**src/rtl/vp_fb_update_sched.sv**
```systemverilog
// Value-predictor feedback scheduler: queues up to two retiring updates per cycle and drains one per
// cycle onto the shared VP table write port, yielding to lookups. Optional macro: VP_FB_COALESCE_EN.
module vp_fb_update_sched #(
  parameter int DEPTH = 4,
  parameter int IDX_W = 8
) (
  input  logic                       clk,
  input  logic                       rst_l,
  input  logic                       fb_i0_valid,
  input  logic [IDX_W-1:0]           fb_i0_idx,
  input  logic                       fb_i0_misp,
  input  logic [2:0]                 fb_i0_useful,
  input  logic                       fb_i1_valid,
  input  logic [IDX_W-1:0]           fb_i1_idx,
  input  logic                       fb_i1_misp,
  input  logic [2:0]                 fb_i1_useful,
  input  logic                       tbl_lookup_busy,
  output logic                       fb_ready,
  output logic                       tbl_wr_en,
  output logic [IDX_W-1:0]           tbl_wr_idx,
  output logic                       tbl_wr_misp,
  output logic [2:0]                 tbl_wr_useful,
  output logic [$clog2(DEPTH):0]     fifo_cnt,
  output logic [15:0]                drop_cnt
);

  localparam int PTR_W = $clog2(DEPTH);
  localparam int CNT_W = PTR_W + 1;

  typedef struct packed {
    logic [IDX_W-1:0] idx;
    logic             misp;
    logic [2:0]       useful;
  } ent_t;

  // Handshake: feedback slots are offered whenever fb_iN_valid is high. They are accepted on a
  // clock edge where fb_ready is high and dropped (counted in drop_cnt) otherwise; no retry.
  ent_t             mem [DEPTH];
  logic [PTR_W-1:0] rd_ptr;
  logic [PTR_W-1:0] wr_ptr;
  logic [CNT_W-1:0] cnt;

  ent_t       ent0;
  ent_t       ent1;
  ent_t       first_ent;
  ent_t       second_ent;
  ent_t       head;
  logic [1:0] n_valid;
  logic [1:0] n_new;
  logic [1:0] push_n;
  logic       empty;
  logic       pop;
  logic       tail_merge;
  ent_t       tail_ent;
  logic [PTR_W-1:0] tail_ptr;

  function automatic ent_t merge_ent(input ent_t a, input ent_t b);
    ent_t r;
    r.idx    = a.idx;
    r.misp   = a.misp | b.misp;
    r.useful = (a.useful > b.useful) ? a.useful : b.useful;
    return r;
  endfunction

  assign ent0     = '{idx: fb_i0_idx, misp: fb_i0_misp, useful: fb_i0_useful};
  assign ent1     = '{idx: fb_i1_idx, misp: fb_i1_misp, useful: fb_i1_useful};
  assign n_valid  = {1'b0, fb_i0_valid} + {1'b0, fb_i1_valid};
  assign empty    = (cnt == '0);
  assign pop      = !empty && !tbl_lookup_busy;
  assign head     = mem[rd_ptr];
  assign tail_ptr = wr_ptr - PTR_W'(1);
  assign tail_ent = mem[tail_ptr];
  assign fb_ready = (CNT_W'(DEPTH) - cnt) >= CNT_W'(2);

`ifdef VP_FB_COALESCE_EN
  logic pair_merge;
  assign pair_merge = fb_i0_valid && fb_i1_valid && (fb_i0_idx == fb_i1_idx);

  always_comb begin
    n_new      = pair_merge ? 2'd1 : n_valid;
    first_ent  = pair_merge ? merge_ent(ent0, ent1) : (fb_i0_valid ? ent0 : ent1);
    second_ent = ent1;
    // A lone update folds into the tail unless the tail is also the head leaving this cycle.
    tail_merge = (n_new == 2'd1) && !empty && !((cnt == CNT_W'(1)) && pop) &&
                 (tail_ent.idx == first_ent.idx);
  end
`else
  always_comb begin
    n_new      = n_valid;
    first_ent  = fb_i0_valid ? ent0 : ent1;
    second_ent = ent1;
    tail_merge = 1'b0;
  end
`endif

  assign push_n = (fb_ready && !tail_merge) ? n_new : 2'd0;

  assign tbl_wr_en     = pop;
  assign tbl_wr_idx    = empty ? '0 : head.idx;
  assign tbl_wr_misp   = empty ? 1'b0 : head.misp;
  assign tbl_wr_useful = empty ? 3'd0 : head.useful;
  assign fifo_cnt      = cnt;

  always_ff @(posedge clk) begin
    if (fb_ready) begin
      if (tail_merge) begin
        mem[tail_ptr] <= merge_ent(tail_ent, first_ent);
      end else begin
        if (n_new != 2'd0) mem[wr_ptr] <= first_ent;
        if (n_new == 2'd2) mem[wr_ptr + PTR_W'(1)] <= second_ent;
      end
    end
  end

  always_ff @(posedge clk or negedge rst_l) begin
    if (!rst_l) begin
      rd_ptr   <= '0;
      wr_ptr   <= '0;
      cnt      <= '0;
      drop_cnt <= '0;
    end else begin
      wr_ptr <= wr_ptr + PTR_W'(push_n);
      if (pop) rd_ptr <= rd_ptr + PTR_W'(1);
      cnt <= cnt + CNT_W'(push_n) - CNT_W'(pop);
      if (!fb_ready) begin
        if (({1'b0, drop_cnt} + 17'(n_valid)) > 17'h0FFFF) drop_cnt <= 16'hFFFF;
        else drop_cnt <= drop_cnt + 16'(n_valid);
      end
    end
  end

`ifndef SYNTHESIS
  a_no_push_full: assert property (@(posedge clk) disable iff (!rst_l)
    (push_n != 2'd0) |-> (cnt <= CNT_W'(DEPTH - 2)));
  a_cnt_max: assert property (@(posedge clk) disable iff (!rst_l) cnt <= CNT_W'(DEPTH));
  a_no_pop_empty: assert property (@(posedge clk) disable iff (!rst_l) pop |-> !empty);
`endif

endmodule

```
**config.mk**
```make
export PLATFORM = sky130hd
export DESIGN_NAME = vp_fb_update_sched
export DESIGN_NICKNAME = d
export VERILOG_FILES = /design/src/rtl/vp_fb_update_sched.sv
export SDC_FILE = /design/constraint.sdc
export NUM_CORES = 1
export LEC_CHECK = 0
export CAP_MARGIN = 30
export CELL_PAD_IN_SITES_DETAIL_PLACEMENT = 1
export CELL_PAD_IN_SITES_GLOBAL_PLACEMENT = 1
export CORE_MARGIN = 2
export CORE_UTILIZATION = 45
export CTS_BUF_LIST = sky130_fd_sc_hd__clkbuf_8
export DETAILED_ROUTE_END_ITERATION = 8
export PLACE_DENSITY = 0.89
export SYNTH_ARGS = -nofsm -noshare
export SYNTH_HDL_FRONTEND = slang
export SYNTH_SLANG_ARGS = --single-unit
```
**constraint.sdc**
```tcl
create_clock -name clk -period 3.5 [get_ports clk]
set_input_delay 0.525 -clock clk [delete_from_list [all_inputs] [get_ports clk]]
set_output_delay 0.525 -clock clk [all_outputs]
set_load 0.1 [all_outputs]
```
## Word level (Yosys, flattened, before mapping)

Memory sizes are Yosys's and may differ from the RTL's.
Index checks and enable logic that the tools add are counted.

| cells by class | value |
|---|---|
| eq/ne operators | 1 |
| reduce and logical (&&, ||, !) cells | 5 |
| $add $sub $neg | 9 |
| muxes and demuxes | 12 |
| magnitude comparators | 2 |

Operator list:

| kind | number |
|---|---|
| $add 16x2->17 | 1 |
| $gt 17x16->1 const B | 1 |
| $add 16x2->16 | 1 |
| $mux 16 | 1 |
| $mux 12 | 1 |
| $mux 8 | 1 |
| $mux 1 | 7 |
| $add 2x1->2 const B | 2 |
| $add 3x2->3 | 1 |
| $ge 3x2->1 const B | 1 |
| $logic_not 3->1 | 1 |
| $mux 3 | 1 |
| $sub 3x1->3 | 1 |
| $sub 3x3->3 const A | 1 |
| $add 1x1->2 | 1 |
| $add 2x2->2 | 1 |
| $eq 2x2->1 const B | 1 |
| $logic_not 1->1 | 2 |
| $mux 2 | 1 |
| $reduce_bool 2->1 | 1 |
| $logic_and 1x1->1 | 1 |

| storage, ports and cells | value |
|---|---|
| memories | 1 |
| output and inout port bits | 33 |
| bits in registers | 23 |
| memory bits (writable) | 48 |
| word-level logic and storage cells | 34 |

Memory list:

| memory | words | width | read ports | clocked after Yosys merged registers in | wr ports | RTL line | source |
|---|---|---|---|---|---|---|---|
| mem | 4 | 12 | 1 | 0 | 2 | 38 | `ent_t mem [DEPTH];` |

## Longest topological paths before layout

Gate-level depths: netlist (run 1).

| logic depth | value |
|---|---|
| word-level depth | 5 |
| depth in mapped cells | 13 |

## Worst setup path before layout (run 1)

Ideal clock, no wire load.

| path | value |
|---|---|
| kind | register to register |
| start | register cnt[0], in the netlist fifo_cnt[0] |
| end | register cnt[2], in the netlist fifo_cnt[2] |
| data arrival time | 4.239 ns |
| setup time | 0.124 ns |
| clock period less this slack | 4.363 ns |
| slack | -0.863 ns |
| data required time | 3.376 ns |
| cell stages (with the launch flop) | 12 |
| path through | dfrtp_1 -> inv_1 -> ha_1 -> ha_1 -> nor2_1 -> ha_1 -> inv_1 -> ha_1 -> inv_1 -> fa_1 -> xor2_1 -> xnor2_1 |

| between the ends | value |
|---|---|
| elaborated cells between the ends (all ways) | 8 |
| those cells by class | 3 x add/sub; 1 x order compare; 1 x mux; 3 x reduce/logical |

RTL lines:

| item | RTL line | source |
|---|---|---|
| start, declared | 41 | `logic [CNT_W-1:0] cnt;` |
| start signal, assigned | 124 | `cnt <= cnt + CNT_W'(push_n) - CNT_W'(pop);` |
| $logic_not 3->1 | 68 | `assign empty = (cnt == '0);` |
| $logic_not 1->1 | 69 | `assign pop = !empty && !tbl_lookup_busy;` |
| $logic_and 1x1->1 | 69 |  |
| via tbl_wr_en | 19 | `output logic tbl_wr_en,` |
| $sub 3x1->3 | 124 |  |

The timed path passes the listed nets, and every way through them passes these cells.
A chain may end at the register's enable or synchronous reset.

## Worst setup path after layout (run 1)

| path | value |
|---|---|
| start | input port fb_i0_valid |
| end | register drop_cnt[14] |

| between the ends | value |
|---|---|
| word-level cells in the longest chain between the ends | 4 |
| elaborated cells between the ends (all ways) | 5 |
| those cells by class | 3 x add/sub; 1 x order compare; 1 x mux |

RTL lines:

| item | RTL line | source |
|---|---|---|
| start, declared | 9 | `input logic fb_i0_valid,` |
| $add 1x1->2 * | 67 | `assign n_valid = {1'b0, fb_i0_valid} + {1'b0, fb_i1_valid};` |
| $add 16x2->17 | 126 | `if (({1'b0, drop_cnt} + 17'(n_valid)) > 17'h0FFFF) drop_cnt <= 16'hFFFF;` |
| $gt 17x16->1 | 126 |  |
| $mux 16 * | 126 |  |
| end signal, assigned | 127 | `else drop_cnt <= drop_cnt + 16'(n_valid);` |
| end, declared | 24 | `output logic [15:0] drop_cnt` |

Mark *: on every way between the ends. The rest lies on a longest branch, timed or not.

==> reports/qor.yml, run 1 <==
outcome:
  status: "finished clean"
sta:
  fin_crit_ns: 2.96
  rsz0062_at_grt: "false"
  setup_violations: 0
  max_slew.worst_pin.slew_ns: 1.01
  maxSlewHeadroom: 0.323
  fmax_mhz: 337
  finalMaxSlewViolations: 0
  post-route-period-util: 0.847
  tns_ns: 0
  whs_ns: 0.453
  hold_viol: 0
  fin_skew_ns: 0.0150
worst_setup_path:
  critPathKind: "input port to flop"
  ff2ff_path_depth: 11
  cp_top_family: "adder cells"
  r2r_slack_ns: 0.65
  regToRegEndpoint: "fifo_cnt[2]"
  cp_data_arrival_time_ns: 3.20
  cp-end-kind: "flop"
  path_max_fanout: 6
  path_cells: "clkdlybuf4s50_1, inv_1, ha_1, ha_1, fa_1, and2_0, and4_1, nand4_1, mux2_2"
  cp_num_buf_inv: 2
  slowest_delay_ns: 0.52
  worstPathRequired_ns: 3.73
  reg2reg_from: "fifo_cnt[1]"
  startpoint_type: "input port"
  cpMostUsedCell: "ha_1"
  crit_path_top_delay_cell: "clkdlybuf4s50_1"
global_routing:
  grt_usage: 0.243
  antenna_found_initial: 0
  grt_first_pass_wirelength_mm: 16.1
  grt_max_degree: 19
  grt_pass1_vias: 2877
  overflow: 0
routing:
  drtPass1Iterations: 4
  drtIter0Drc: 179
  drt-total-wl_mm: 10.4
  post_drt_wl_per_cell_um: 22.9
  vias_per_cell: 5.89
  dr_total_vias: 2678
  route.detailed.drc: 0
  ant_nets: 0
synthesis:
  yosysSeqAreaShare: 0.527
  syn_avg_cell_area_um2: 13.9
  ys_types: 42
  synth.cell_area_um2: 3820
  synth-seq-cells: 71
  synth_nets: 317
  synth_cells: 275
  ys.warnings.count: 0
cts:
  cts_tree: "yes"
  path_clk_slew_ns: 0.07
  cts.hold.buffers_added: 0
  htreeDepth: 3
  cts.repair.resized: 0
  numClockSinks: 71
  clock_path_buffers: 2
  cts_buffers: 9
  cts_setup_buffers: 0
  clk_latency_ns: 0.36
  cts_root_buf: "clkbuf_8"
placed_design:
  gp_congestion: 0.838
  port_buffers: 61
  dp_hpwl_mm: 7.06
  placedCellCount: 440
floorplanning:
  coreArea_um2: 8220
  ios: 62
  die_area_um2: 9250
  start_util: 0.466
  die_h_um: 96.2
  die_w_um: 96.2
  rows: 33
final_layout:
  syn2layout_area_growth_pct: 26.0
  drive_gt1_frac: 0.223
  nets: 388
  insertedDiodeCount: 0
  fin_cells: 455
flow_run:
  cap_violations: 0
min_path:
  hp-class: "input port to asynchronous set/reset pin"
-- worst max path at each step --
| stage | from | to | slack [ns] | cells past startpoint |
|---|---|---|---|---|
| global placement | fb_i0_valid | drop_cnt[14] | 0.35 | 9 |
| detailed placement | fb_i0_valid | drop_cnt[14] | 0.25 | 9 |
| global route | fb_i0_valid | drop_cnt[14] | 0.40 | 9 |
| floorplan | fifo_cnt[0] | tbl_wr_idx[0] | -0.13 | 5 |
| finish | fb_i0_valid | drop_cnt[14] | 0.54 | 9 |
| CTS | fb_i0_valid | drop_cnt[14] | 0.57 | 9 |
-- synth_stat cells, drive strengths merged --
master	instances	area [µm²]
nor4	4	31.3
nor2b	12	75.1
inv	13	51.3
a21oi	11	55.1
and4	3	26.3
mux2	50	563
nand2b	1	6.26
buf	9	61.3
edfxtp	48	1440
o31ai	2	20.0
dfrtp	23	576
mux4	12	270
o21ai	1	5.00
a41oi	3	48.8
nand3	6	30.0
o41ai	1	8.76
nand4	9	56.3
xor2	5	43.8
nand4bb	1	11.3
a21o	1	7.51
mux2i	1	10.0
nor2	11	41.3
nand2	14	55.1
and2	3	18.8
ha	11	138
and3	2	12.5
fa	2	40.0
a31oi	3	18.8
clkbuf	1	3.75
nor3b	1	18.8
xnor2	6	52.6
nor3	4	20.0
or4	1	7.51
-- worst register-to-register path: stages, from the launching register on --
cell     delay (ns)
dfrtp_1        0.42
inv_1          0.12
ha_1           0.16
ha_1           0.56
nor2_4         0.15
ha_1           0.35
inv_1          0.07
ha_1           0.16
inv_1          0.07
fa_1           0.39
xor2_1         0.17
xnor2_1        0.13
-- layer usage --
layer	GRT usage	part of all wire	wire length, µm	up-vias
li1	-	-	-	1188
met1	0.310	0.41	4320	1382
met2	0.406	0.52	5430	80
met3	0.0352	0.034	353	28
met4	0.115	0.029	303	0
met5	0	0	0	-
-- sequential cells by signal, indices dropped and copies added (netlist names) --
| signal | cells |
|---|---|
| mem | 48 |
| fifo_cnt | 3 |
| drop_cnt | 16 |
| rd_ptr | 2 |
| wr_ptr | 2 |
-- layout make-up --
class | count | area (µm²)
well taps | 105 | 131
inverters | 13 | 51.3
clock buffers | 9 | 124
fillers | 822 | 3400
clock inverters | 6 | 133
flip-flops and latches | 71 | 2020
repair buffers | 70 | 663
multi-input cells | 181 | 1700
-- stage by stage --
step | instance area [µm²] | setup slack (ns) | util
6_report | 4820 | 0.536 | 0.586
5_1_grt | 4820 | 0.402 | 0.586
4_1_cts | 4820 | 0.572 | 0.586
3_5_place_dp | 4560 | 0.249 | 0.555
3_3_place_gp | 4530 | 0.351 | 0.552
2_1_floorplan | 3830 | -0.126 | -
-- cells in the final DEF, fill, tap and decap left out, types with 3 or more instances in the layout --
cell type        synthesis  routed
a21oi_1                 11      11
a31oi_1                  3       3
a41oi_2                  3       3
and4_1                   3       3
buf_4                    2      22
bufinv_16                0       4
clkbuf_8                 0       9
clkdlybuf4s50_1          0      47
dfrtp_1                 23      23
edfxtp_1                48      48
ha_1                    11      11
inv_1                   12      12
mux2_1                  30      30
mux2_2                  20      20
mux4_2                  12      12
nand2_1                 13      13
nand3_1                  6       6
nand4_1                  9       9
nor2_1                  11      10
nor2b_1                 12      12
nor3_1                   4       4
nor4_1                   3       3
xnor2_1                  6       6
xor2_1                   5       5
-- cell families after synthesis --
logic type / Yosys count / synth area share
compound gates: 22 / 0.0429
xor+xnor: 11 / 0.0252
fa+ha+maj: 13 / 0.0465
buf+inv: 23 / 0.0304
flops: 71 / 0.527
mux: 63 / 0.220
simple gates: 72 / 0.107
Power of run 1 is left out: the tool's default activity adds up to more than one toggle a clock period on the data nets, which glitch-free logic cannot reach.
==> inputs of run 2 (changes only) <==
CORE_UTILIZATION = 41   (was 45)
PLACE_DENSITY = 0.85   (was 0.89)
clock period = 2.47 ns   (was 3.5 ns; I/O delays follow)
==> run 2 against run 1 <==
The run now ends with negative setup slack left. Utilization is 4.7 points higher. Setup slack lost 0.65 ns. Count of clock-buffer cells in the layout unchanged. Sequential share of layout area decreased by 6.8 points. Via count is 6.6% higher. Final cell count up 8.8%. Register-to-register slack lost 0.76 ns.
==> reports/qor.yml, run 2 (synthesized netlist as in run 1, its figures left out) <==
global_routing:
  grt_max_degree: 16
  grt_usage: 0.248
  grt_pass1_vias: 3168
  overflow: 0
  grt_first_pass_wirelength_mm: 18.3
  antenna_found_initial: 0
outcome:
  status: "finished, violations left"
  violations: "negative setup slack"
routing:
  drtPass1Iterations: 4
  dr_total_vias: 2855
  vias_per_cell: 5.77
  route.detailed.drc: 0
  ant_nets: 0
  drt-total-wl_mm: 12.4
  post_drt_wl_per_cell_um: 25.1
  drtIter0Drc: 144
floorplanning:
  ios: 62
  die_area_um2: 10100
  rows: 35
  coreArea_um2: 9150
  start_util: 0.418
  die_h_um: 101
  die_w_um: 101
worst_setup_path:
  cp_data_arrival_time_ns: 2.83
  worstPathRequired_ns: 2.72
  path_max_fanout: 3
  critPathKind: "flop to flop"
  cp-end-kind: "flop"
  startpoint_type: "flop"
cts:
  cts_buffers: 9
  cts_tree: "yes"
  numClockSinks: 71
  cts_root_buf: "clkbuf_8"
  htreeDepth: 3
  clk_latency_ns: 0.37
  clock_path_buffers: 2
  path_clk_slew_ns: 0.09
final_layout:
  final_cell_mix: "buf_4 (49), edfxtp_1 (48), mux2_4 (47)"
  fin_area_um2: 5790
  syn2layout_area_growth_pct: 51.5
  drive_gt1_frac: 0.505
  largest_reg_flops: 48
  regMostFlops: "mem"
  nets: 421
  layout_commonest_cell: "buf_4"
  insertedDiodeCount: 0
sta:
  max_slew.worst_pin.slew_ns: 0.734
  fin_skew_ns: 0.0149
  setup_violations: 42
  layout_setup_ws_ns: -0.111
  post-route-period-util: 1.04
  rsz0062_at_grt: "true"
  finalMaxSlewViolations: 0
  hold_viol: 0
  fmax_mhz: 387
  maxSlewHeadroom: 0.509
  tns_ns: -1.73
  fin_crit_ns: 2.58
min_path:
  hp-class: "input port to asynchronous set/reset pin"
placed_design:
  gp_congestion: 0.750
  postPlaceCellArea_um2: 5100
  port_buffers: 61
  dp_hpwl_mm: 7.08
flow_run:
  cap_violations: 0
run 2: cell types whose count changed in the layout (fill, tap and decap cells not counted), sizes merged:
| cell | delta |
|---|---|
| clkbuf | +2 |
| bufinv | +2 |
| clkdlybuf4s50 | -20 |
| buf | +50 |
| dlymetal6s2s | +1 |
| inv | -1 |
run 2: worst max-delay path, stage by stage, from the launching register on:
cell and delay, ns:
dfrtp_4 0.44, inv_4 0.05, ha_4 0.16, ha_4 0.26, nor3b_4 0.20, bufinv_8 0.23, nand2_4 0.06, ha_4 0.20
inv_4 0.05, ha_4 0.12, inv_2 0.04, fa_2 0.36, xor2_2 0.16, xnor2_1 0.13
run 2: area by class of cell:
type                       count  area [µm²]
clock buffer                   9         124
clock inverter                 7         168
fill                         822        3360
multi-input combinational    181        2100
inverter                      13        70.1
tap                          111         139
timing repair buffer         103        1160
sequential                    71        2030
run 2: final timing paths:
check / startpoint / end / slack [ns] / depth (start not counted)
setup / recovery: fifo_cnt[1] / fifo_cnt[2] / -0.11 / 13
hold / removal: rst_l / fifo_cnt[1] / 0.44 / 1
setup reg to reg: fifo_cnt[1] / fifo_cnt[2] / -0.11 / 13
hold reg to reg: drop_cnt[6] / drop_cnt[6] / 0.54 / 1
max in group asynchronous: rst_l / drop_cnt[8] / 1.45 / 2
min in group clk: drop_cnt[6] / drop_cnt[6] / 0.54 / 1
run 2: through the flow:
stage                     worst slack [ns]  instances  hold WS, ns   util
after floorplan                     -0.374        275       0.0749      -
after global placement              -0.324        470        0.509  0.558
after detailed placement            -0.443        470        0.535  0.558
after CTS                           -0.133        494        0.468  0.617
after global routing                -0.155        495        0.510  0.633
final                               -0.111        495        0.439  0.633
run 2: timing repair:
item | 4_1_cts | 5_1_grt
resized for setup | 26 | 51
hold buffers | 0 | 0
setup buffers | 5 | 3
endpoints found under the setup margin | 47 | 55
pin swaps | 10 | 3
cloned | 3 | 0
run 2: routing by layer:
metal | global-route usage | up-vias | wire length, µm
li1 | - | 1261 | -
met1 | 0.289 | 1485 | 4930
met2 | 0.447 | 81 | 6800
met3 | 0.0513 | 28 | 429
met4 | 0.0959 | 0 | 259
met5 | 0 | - | 0
Power of run 2 is left out for the same reason.
